==> config.mk <==
export PLATFORM = sky130hd
export DESIGN_NAME = tcp_hdr_req_arb_flat
export DESIGN_NICKNAME = d
export VERILOG_FILES = /design/src/rtl/tcp_hdr_req_arb_pkg.sv /design/src/rtl/tcp_hdr_req_arb_if.sv /design/src/rtl/tcp_hdr_req_arb_rr.sv /design/src/rtl/tcp_hdr_req_arb.sv /design/src/flat_wrapper.sv
export SDC_FILE = /design/constraint.sdc
export NUM_CORES = 1
export LEC_CHECK = 0
export ABC_AREA = 1
export BUFFER_PORTS_ARGS = -buffer_cell sky130_fd_sc_hd__buf_4
export CORE_AREA = 2 2 190 192
export DETAILED_ROUTE_END_ITERATION = 8
export DIE_AREA = 0 0 192 194
export SYNTH_ARGS = -nofsm -noshare
export SYNTH_HDL_FRONTEND = slang
export SYNTH_SLANG_ARGS = --single-unit
==> constraint.sdc <==
create_clock -name clk -period 2.5 [get_ports clk]
set_input_delay 0.625 -clock clk [delete_from_list [all_inputs] [get_ports clk]]
set_output_delay 0.625 -clock clk [all_outputs]
set_load 0.01 [all_outputs]
==> src/rtl/tcp_hdr_req_arb_pkg.sv <==
// Shared widths and header-request layout for the TCP slow-path header arbiter.
package tcp_hdr_req_arb_pkg;

    localparam int unsigned PORT_NUM_W    = 16;
    localparam int unsigned SEQ_NUM_W     = 32;
    localparam int unsigned ACK_NUM_W     = 32;
    localparam int unsigned FLAGS_W       = 8;
    localparam int unsigned PAYLOAD_PTR_W = 15;
    localparam int unsigned WINDOW_W      = PAYLOAD_PTR_W + 1;

    // One layout for both the flattened requester slices and the output register
    typedef struct packed {
        logic [PORT_NUM_W-1:0] host_port;
        logic [PORT_NUM_W-1:0] dest_port;
        logic [SEQ_NUM_W-1:0]  seq_num;
        logic [ACK_NUM_W-1:0]  ack_num;
        logic [FLAGS_W-1:0]    flags;
        logic [WINDOW_W-1:0]   window;
    } tcp_hdr_req_t;

    localparam int unsigned HDR_REQ_W = $bits(tcp_hdr_req_t);

    typedef enum logic {
        OUT_EMPTY = 1'b0,
        OUT_FULL  = 1'b1
    } out_state_e;

endpackage

==> src/rtl/tcp_hdr_req_arb_if.sv <==
// Producer-side and assembler-side header request signals of the arbiter.
interface tcp_hdr_req_arb_if #(
    parameter int unsigned NUM_REQ  = 3,
    parameter int unsigned REQ_ID_W = $clog2(NUM_REQ)
);
    import tcp_hdr_req_arb_pkg::*;

    logic [NUM_REQ-1:0]            src_hdr_req_val;
    logic [NUM_REQ-1:0]            src_hdr_req_rdy;
    logic [NUM_REQ*PORT_NUM_W-1:0] src_host_port;
    logic [NUM_REQ*PORT_NUM_W-1:0] src_dest_port;
    logic [NUM_REQ*SEQ_NUM_W-1:0]  src_seq_num;
    logic [NUM_REQ*ACK_NUM_W-1:0]  src_ack_num;
    logic [NUM_REQ*FLAGS_W-1:0]    src_flags;
    logic [NUM_REQ*WINDOW_W-1:0]   src_window;

    logic                  arb_hdr_req_val;
    logic                  arb_hdr_req_rdy;
    logic [PORT_NUM_W-1:0] arb_host_port;
    logic [PORT_NUM_W-1:0] arb_dest_port;
    logic [SEQ_NUM_W-1:0]  arb_seq_num;
    logic [ACK_NUM_W-1:0]  arb_ack_num;
    logic [FLAGS_W-1:0]    arb_flags;
    logic [WINDOW_W-1:0]   arb_window;
    logic [REQ_ID_W-1:0]   arb_req_id;

    // Environment view: producers plus the downstream assembler
    modport master (
        output src_hdr_req_val, src_host_port, src_dest_port, src_seq_num,
               src_ack_num, src_flags, src_window, arb_hdr_req_rdy,
        input  src_hdr_req_rdy, arb_hdr_req_val, arb_host_port, arb_dest_port,
               arb_seq_num, arb_ack_num, arb_flags, arb_window, arb_req_id
    );

    // Arbiter view
    modport slave (
        input  src_hdr_req_val, src_host_port, src_dest_port, src_seq_num,
               src_ack_num, src_flags, src_window, arb_hdr_req_rdy,
        output src_hdr_req_rdy, arb_hdr_req_val, arb_host_port, arb_dest_port,
               arb_seq_num, arb_ack_num, arb_flags, arb_window, arb_req_id
    );

endinterface

==> src/rtl/tcp_hdr_req_arb_rr.sv <==
// Round-robin first-valid finder: searches ptr, ptr+1, ... mod N for a set val bit.
module rr_arbiter_ptr #(
    parameter int unsigned N     = 3,
    parameter int unsigned IDX_W = $clog2(N)
) (
    input  logic [N-1:0]     val,
    input  logic [IDX_W-1:0] ptr,
    output logic [N-1:0]     grant_c,
    output logic [IDX_W-1:0] winner_c,
    output logic             any_c
);

    int unsigned      idx;
    logic [IDX_W-1:0] idx_w;

    always_comb begin
        grant_c  = '0;
        winner_c = '0;
        any_c    = 1'b0;
        idx      = 0;
        idx_w    = '0;
        for (int unsigned k = 0; k < N; k++) begin
            idx   = (32'(ptr) + k) % N;
            idx_w = IDX_W'(idx);
            if (!any_c && val[idx_w]) begin
                any_c          = 1'b1;
                winner_c       = idx_w;
                grant_c[idx_w] = 1'b1;
            end
        end
    end

endmodule

==> src/rtl/tcp_hdr_req_arb.sv <==
// Round-robin arbiter feeding one registered header request to the TCP header assembler.
module tcp_hdr_req_arb
    import tcp_hdr_req_arb_pkg::*;
#(
    parameter int unsigned NUM_REQ  = 3,
    parameter int unsigned REQ_ID_W = $clog2(NUM_REQ)
) (
    input  logic              clk,
    input  logic              rst_n,
    tcp_hdr_req_arb_if.slave  bus
);

    tcp_hdr_req_t        src_hdr [NUM_REQ];
    tcp_hdr_req_t        hdr_q;
    out_state_e          state_q;
    logic [REQ_ID_W-1:0] id_q;
    logic [REQ_ID_W-1:0] rr_ptr_q;

    logic                load_en_c;
    logic [NUM_REQ-1:0]  grant_c;
    logic [REQ_ID_W-1:0] winner_c;
    logic                any_c;

    // Unflatten requester slices into the shared header layout
    for (genvar gi = 0; gi < NUM_REQ; gi++) begin : g_unpack
        assign src_hdr[gi] = '{
            host_port: bus.src_host_port[gi*PORT_NUM_W +: PORT_NUM_W],
            dest_port: bus.src_dest_port[gi*PORT_NUM_W +: PORT_NUM_W],
            seq_num:   bus.src_seq_num[gi*SEQ_NUM_W +: SEQ_NUM_W],
            ack_num:   bus.src_ack_num[gi*ACK_NUM_W +: ACK_NUM_W],
            flags:     bus.src_flags[gi*FLAGS_W +: FLAGS_W],
            window:    bus.src_window[gi*WINDOW_W +: WINDOW_W]
        };
    end

    rr_arbiter_ptr #(
        .N     (NUM_REQ),
        .IDX_W (REQ_ID_W)
    ) u_rr (
        .val      (bus.src_hdr_req_val),
        .ptr      (rr_ptr_q),
        .grant_c  (grant_c),
        .winner_c (winner_c),
        .any_c    (any_c)
    );

    assign load_en_c = (state_q == OUT_EMPTY) || bus.arb_hdr_req_rdy;

    // rst_n gate keeps every producer unaccepted while reset is held
    assign bus.src_hdr_req_rdy = grant_c & {NUM_REQ{load_en_c & rst_n}};

    // Output stage: EMPTY/FULL holding register with pointer advance past each winner
    always_ff @(posedge clk or negedge rst_n) begin
        if (!rst_n) begin
            state_q  <= OUT_EMPTY;
            hdr_q    <= '0;
            id_q     <= '0;
            rr_ptr_q <= '0;
        end else if (load_en_c) begin
            if (any_c) begin
                state_q  <= OUT_FULL;
                hdr_q    <= src_hdr[winner_c];
                id_q     <= winner_c;
                rr_ptr_q <= (winner_c == REQ_ID_W'(NUM_REQ - 1)) ? '0
                                                                  : winner_c + REQ_ID_W'(1);
            end else begin
                state_q <= OUT_EMPTY;
            end
        end
    end

    assign bus.arb_hdr_req_val = (state_q == OUT_FULL);
    assign bus.arb_host_port   = hdr_q.host_port;
    assign bus.arb_dest_port   = hdr_q.dest_port;
    assign bus.arb_seq_num     = hdr_q.seq_num;
    assign bus.arb_ack_num     = hdr_q.ack_num;
    assign bus.arb_flags       = hdr_q.flags;
    assign bus.arb_window      = hdr_q.window;
    assign bus.arb_req_id      = id_q;

endmodule

==> src/flat_wrapper.sv <==
// flat-port wrapper written by rule: the top's interface ports become plain ports
module tcp_hdr_req_arb_flat import tcp_hdr_req_arb_pkg::*;
#(
    parameter int unsigned NUM_REQ  = 3,
    parameter int unsigned REQ_ID_W = $clog2(NUM_REQ)
)
  (clk, rst_n, bus_src_hdr_req_val, bus_src_host_port, bus_src_dest_port, bus_src_seq_num, bus_src_ack_num, bus_src_flags, bus_src_window, bus_arb_hdr_req_rdy, bus_src_hdr_req_rdy, bus_arb_hdr_req_val, bus_arb_host_port, bus_arb_dest_port, bus_arb_seq_num, bus_arb_ack_num, bus_arb_flags, bus_arb_window, bus_arb_req_id);
  tcp_hdr_req_arb_if #(.NUM_REQ(NUM_REQ), .REQ_ID_W(REQ_ID_W)) bus_i ();
  input  logic clk;
  input  logic rst_n;
  input wire logic [$bits(bus_i.src_hdr_req_val)-1:0] bus_src_hdr_req_val;
  input wire logic [$bits(bus_i.src_host_port)-1:0] bus_src_host_port;
  input wire logic [$bits(bus_i.src_dest_port)-1:0] bus_src_dest_port;
  input wire logic [$bits(bus_i.src_seq_num)-1:0] bus_src_seq_num;
  input wire logic [$bits(bus_i.src_ack_num)-1:0] bus_src_ack_num;
  input wire logic [$bits(bus_i.src_flags)-1:0] bus_src_flags;
  input wire logic [$bits(bus_i.src_window)-1:0] bus_src_window;
  input wire logic [$bits(bus_i.arb_hdr_req_rdy)-1:0] bus_arb_hdr_req_rdy;
  output wire logic [$bits(bus_i.src_hdr_req_rdy)-1:0] bus_src_hdr_req_rdy;
  output wire logic [$bits(bus_i.arb_hdr_req_val)-1:0] bus_arb_hdr_req_val;
  output wire logic [$bits(bus_i.arb_host_port)-1:0] bus_arb_host_port;
  output wire logic [$bits(bus_i.arb_dest_port)-1:0] bus_arb_dest_port;
  output wire logic [$bits(bus_i.arb_seq_num)-1:0] bus_arb_seq_num;
  output wire logic [$bits(bus_i.arb_ack_num)-1:0] bus_arb_ack_num;
  output wire logic [$bits(bus_i.arb_flags)-1:0] bus_arb_flags;
  output wire logic [$bits(bus_i.arb_window)-1:0] bus_arb_window;
  output wire logic [$bits(bus_i.arb_req_id)-1:0] bus_arb_req_id;
  assign bus_i.src_hdr_req_val = bus_src_hdr_req_val;
  assign bus_i.src_host_port = bus_src_host_port;
  assign bus_i.src_dest_port = bus_src_dest_port;
  assign bus_i.src_seq_num = bus_src_seq_num;
  assign bus_i.src_ack_num = bus_src_ack_num;
  assign bus_i.src_flags = bus_src_flags;
  assign bus_i.src_window = bus_src_window;
  assign bus_i.arb_hdr_req_rdy = bus_arb_hdr_req_rdy;
  assign bus_src_hdr_req_rdy = bus_i.src_hdr_req_rdy;
  assign bus_arb_hdr_req_val = bus_i.arb_hdr_req_val;
  assign bus_arb_host_port = bus_i.arb_host_port;
  assign bus_arb_dest_port = bus_i.arb_dest_port;
  assign bus_arb_seq_num = bus_i.arb_seq_num;
  assign bus_arb_ack_num = bus_i.arb_ack_num;
  assign bus_arb_flags = bus_i.arb_flags;
  assign bus_arb_window = bus_i.arb_window;
  assign bus_arb_req_id = bus_i.arb_req_id;
  tcp_hdr_req_arb #(.NUM_REQ(NUM_REQ), .REQ_ID_W(REQ_ID_W)) u_core (.clk(clk), .rst_n(rst_n), .bus(bus_i));
endmodule
==> flow_summary.yaml <==
place:
  globalplace.congestion: 0.920
  port_buffers: 491
  dp.cells: 2050
  dpl.hpwl_microns: 24900
  placed_area_sq_mm: 0.0125
global_route:
  antenna_found_initial: 1
  grt_pass1_vias: 9020
  overflow: 0
  grt_pass1_wl_microns: 49600
  grt_use_total_pct: 17.3
  grt_max_degree: 126
synthesis:
  ys.warnings.count: 0
  yosys.area.top_type: "dfrtp_1"
  synth_top_family_by_area: "simple AND/OR/NAND/NOR gates"
  synth_top_cells_by_area: "dfrtp_1 (39%), nand2_1 (24%), o21a_1 (11%)"
  yosys.area_share.adder_pct: 0.621
  synth_compound_area_share_pct: 23.2
  syn-num-nets: 1496
  yosysSeqAreaShare_pct: 38.8
  synth.avg_cell_area_sq_um: 7.15
  synthMuxAreaShare_pct: 0
  synth_top_area_share_pct: 38.8
  syn_inst: 1126
  synth_area_sq_mm: 0.00806
  ys_ff_latch: 125
  synth_simple_gate_area_share_pct: 25.6
  netlist-cell-type-count: 23
  synth_xor_xnor_area_share_pct: 0
floorplanning:
  core-area_sq_mm: 0.0352
  die_area_sq_mm: 0.0372
  io_pins: 492
  dieHeight_microns: 194
  rows: 69
  start_util_pct: 22.9
  die_w_microns: 192
clock_network:
  clk_pin_slew_ps: 60
  cts_tree: "yes"
  cts.path.max_buffers: 2
  clock_latency_ps: 440
  cts_sinks: 125
  cts-buffers-inserted: 17
  clock-root-buffer: "clkbuf_16"
  cts-htree-levels: 4
final_layout:
  num-nets-final: 2000
  area_growth_pct: 67.7
  final_cell_mix: "buf_4 (534), nand2_1 (501), inv_1 (126)"
  layout_commonest_cell: "buf_4"
  layout-drive-gt1-share_pct: 38.0
  design_area_sq_mm: 0.0135
  utilization_pct: 38.4
  nFillCells: 3680
  fin_cells: 2105
  regArea_sq_mm: 0.00313
  multiInputGateArea_sq_mm: 0.00411
setup_path:
  rr_startpoint: "u_core.rr_ptr_q[0]"
  crit_fanout: 7
  cp.arrival_ps: 2110
  endpoint_kind: "output port"
  r2r_end: "u_core.bus.arb_window[3]"
  reg2regPathDepth: 16
  start_kind: "register"
  critical_path.endpoint: "bus_src_hdr_req_rdy[1]"
  critPathKind: "reg -> out"
  required_ps: 1880
  r2r_slack_ps: 20
  crit_start: "u_core.rr_ptr_q[1]"
timing:
  worstMarginPinSlew_ps: 741
  rsz0062_at_grt: "yes"
  setup-tns-final_ps: -566
  fin_crit_ps: 2730
  hold_violations: 0
  slew_viol_final: 0
  fin_crit_sh_pct: 109
  fmax_ghz: 0.366
  slew-limit-headroom_pct: 50.6
  setup_viol: 3
  setup_slack_ps: -231
  finClkSkew_ps: 6.66
detailed_routing:
  vias: 9294
  drc: 0
  viasPerCell: 4.42
  drtPass1Iterations: 5
  drtIter0Drc: 367
  drtAntennaViolNets: 0
  wl_microns: 33500
  post_drt_wl_per_cell_microns: 15.9
status:
  outcome: "complete, but fails checks"
  violations: "negative setup slack"
power_and_ir_drop:
  totalPowerFinal_uw: 23300
  leakage_uw: 0.00715
  power_density_mw_per_mm2: 1720
  irDropWorstVdd_uv: 689
run:
  drv_cap: 0
hold_path:
  hold_path.class: "in -> async"
==> per-layer routing <==
metal	part of all wire [%]	vias to the layer above	track usage [%]
li1	-	4627	-
met2	48	378	28.7
met3	8.0	51	4.34
met5	0	-	0
met1	41	4238	21.0
met4	2.9	0	7.75
==> how the worst min path moves through the flow <==
| stage | end | slack, ps | cells after the start |
|---|---|---|---|
| 3_5_place_dp | u_core.bus.arb_req_id[0] | 490 | 1 |
| 6_report | u_core.bus.arb_seq_num[22] | 300 | 2 |
| 2_1_floorplan | u_core.bus.arb_ack_num[0] | 330 | 0 |
| 3_3_place_gp | u_core.bus.arb_req_id[0] | 480 | 1 |
| 5_1_grt | u_core.bus.arb_seq_num[22] | 330 | 2 |
| 4_1_cts | u_core.bus.arb_seq_num[22] | 310 | 2 |
==> logic make-up after synthesis <==
| family | after synthesis |
|---|---|
| flip-flops | 125 |
| buffers and inverters | 211 |
| AO/OA/AOI/OAI | 251 |
| AND/OR/NAND/NOR | 535 |
| adder cells (fa/ha/maj) | 4 |
==> power breakdown <==
part           switching, uW  internal [uW]  leakage [uW]
sequential               641           3230       0.00152
combinational           9260           7520       0.00533
clock                    979           1670      0.000298
==> cells in the mapped netlist <==
master,n
nand2_4,1
nand2_1,505
a31oi_1,1
nor2_1,7
buf_6,10
buf_4,3
clkbuf_1,9
nand2_2,6
nand3_1,14
a21oi_1,4
a21boi_2,1
o211ai_1,119
o21ai_1,2
a22oi_1,1
o21ai_0,2
o22ai_1,1
nor2_4,2
inv_2,4
inv_1,128
o21a_1,120
buf_2,57
dfrtp_1,125
ha_1,4
==> sequential cells by signal (all words and copies together) (netlist names) <==
signal                      flops
u_core.rr_ptr_q                 2
u_core.bus.arb_flags            8
u_core.bus.arb_window          16
u_core.bus.arb_host_port       16
u_core.bus.arb_seq_num         32
u_core.bus.arb_dest_port       16
u_core.bus.arb_req_id           2
u_core.bus.arb_ack_num         32
u_core.bus.arb_hdr_req_val      1
==> stage by stage <==
stage	setup WS [ps]	hold slack [ps]
floorplan	267	329
global placement	-12.4	481
detailed placement	6.15	487
CTS	-220	313
global route	-359	329
finish	-231	296
==> repair_timing <==
item                                    CTS  global route
gates resized for setup                  13            19
pin swaps                                 7            10
hold buffers                              0             0
setup buffers                             8            10
cloned                                    1             3
endpoints found under the setup margin    4           121
==> layout make-up <==
class / instances / area share [%]
diodes: 1 / 0.0185
clock buffers: 22 / 3.58
clock inverters: 10 / 1.01
inverters: 132 / 3.69
multi-input cells: 791 / 30.4
flip-flops and latches: 125 / 23.1
well taps: 461 / 4.27
repair buffers: 563 / 33.9
==> worst max-delay path: stages, from the launching register on <==
cell and delay, ps:
dfrtp_1 430, ha_4 340, nand3_1 100, a21boi_2 200
nor2_4 150, nand2_1 80, a31oi_1 210, buf_4 160
Power figures use the tool's default switching activity.
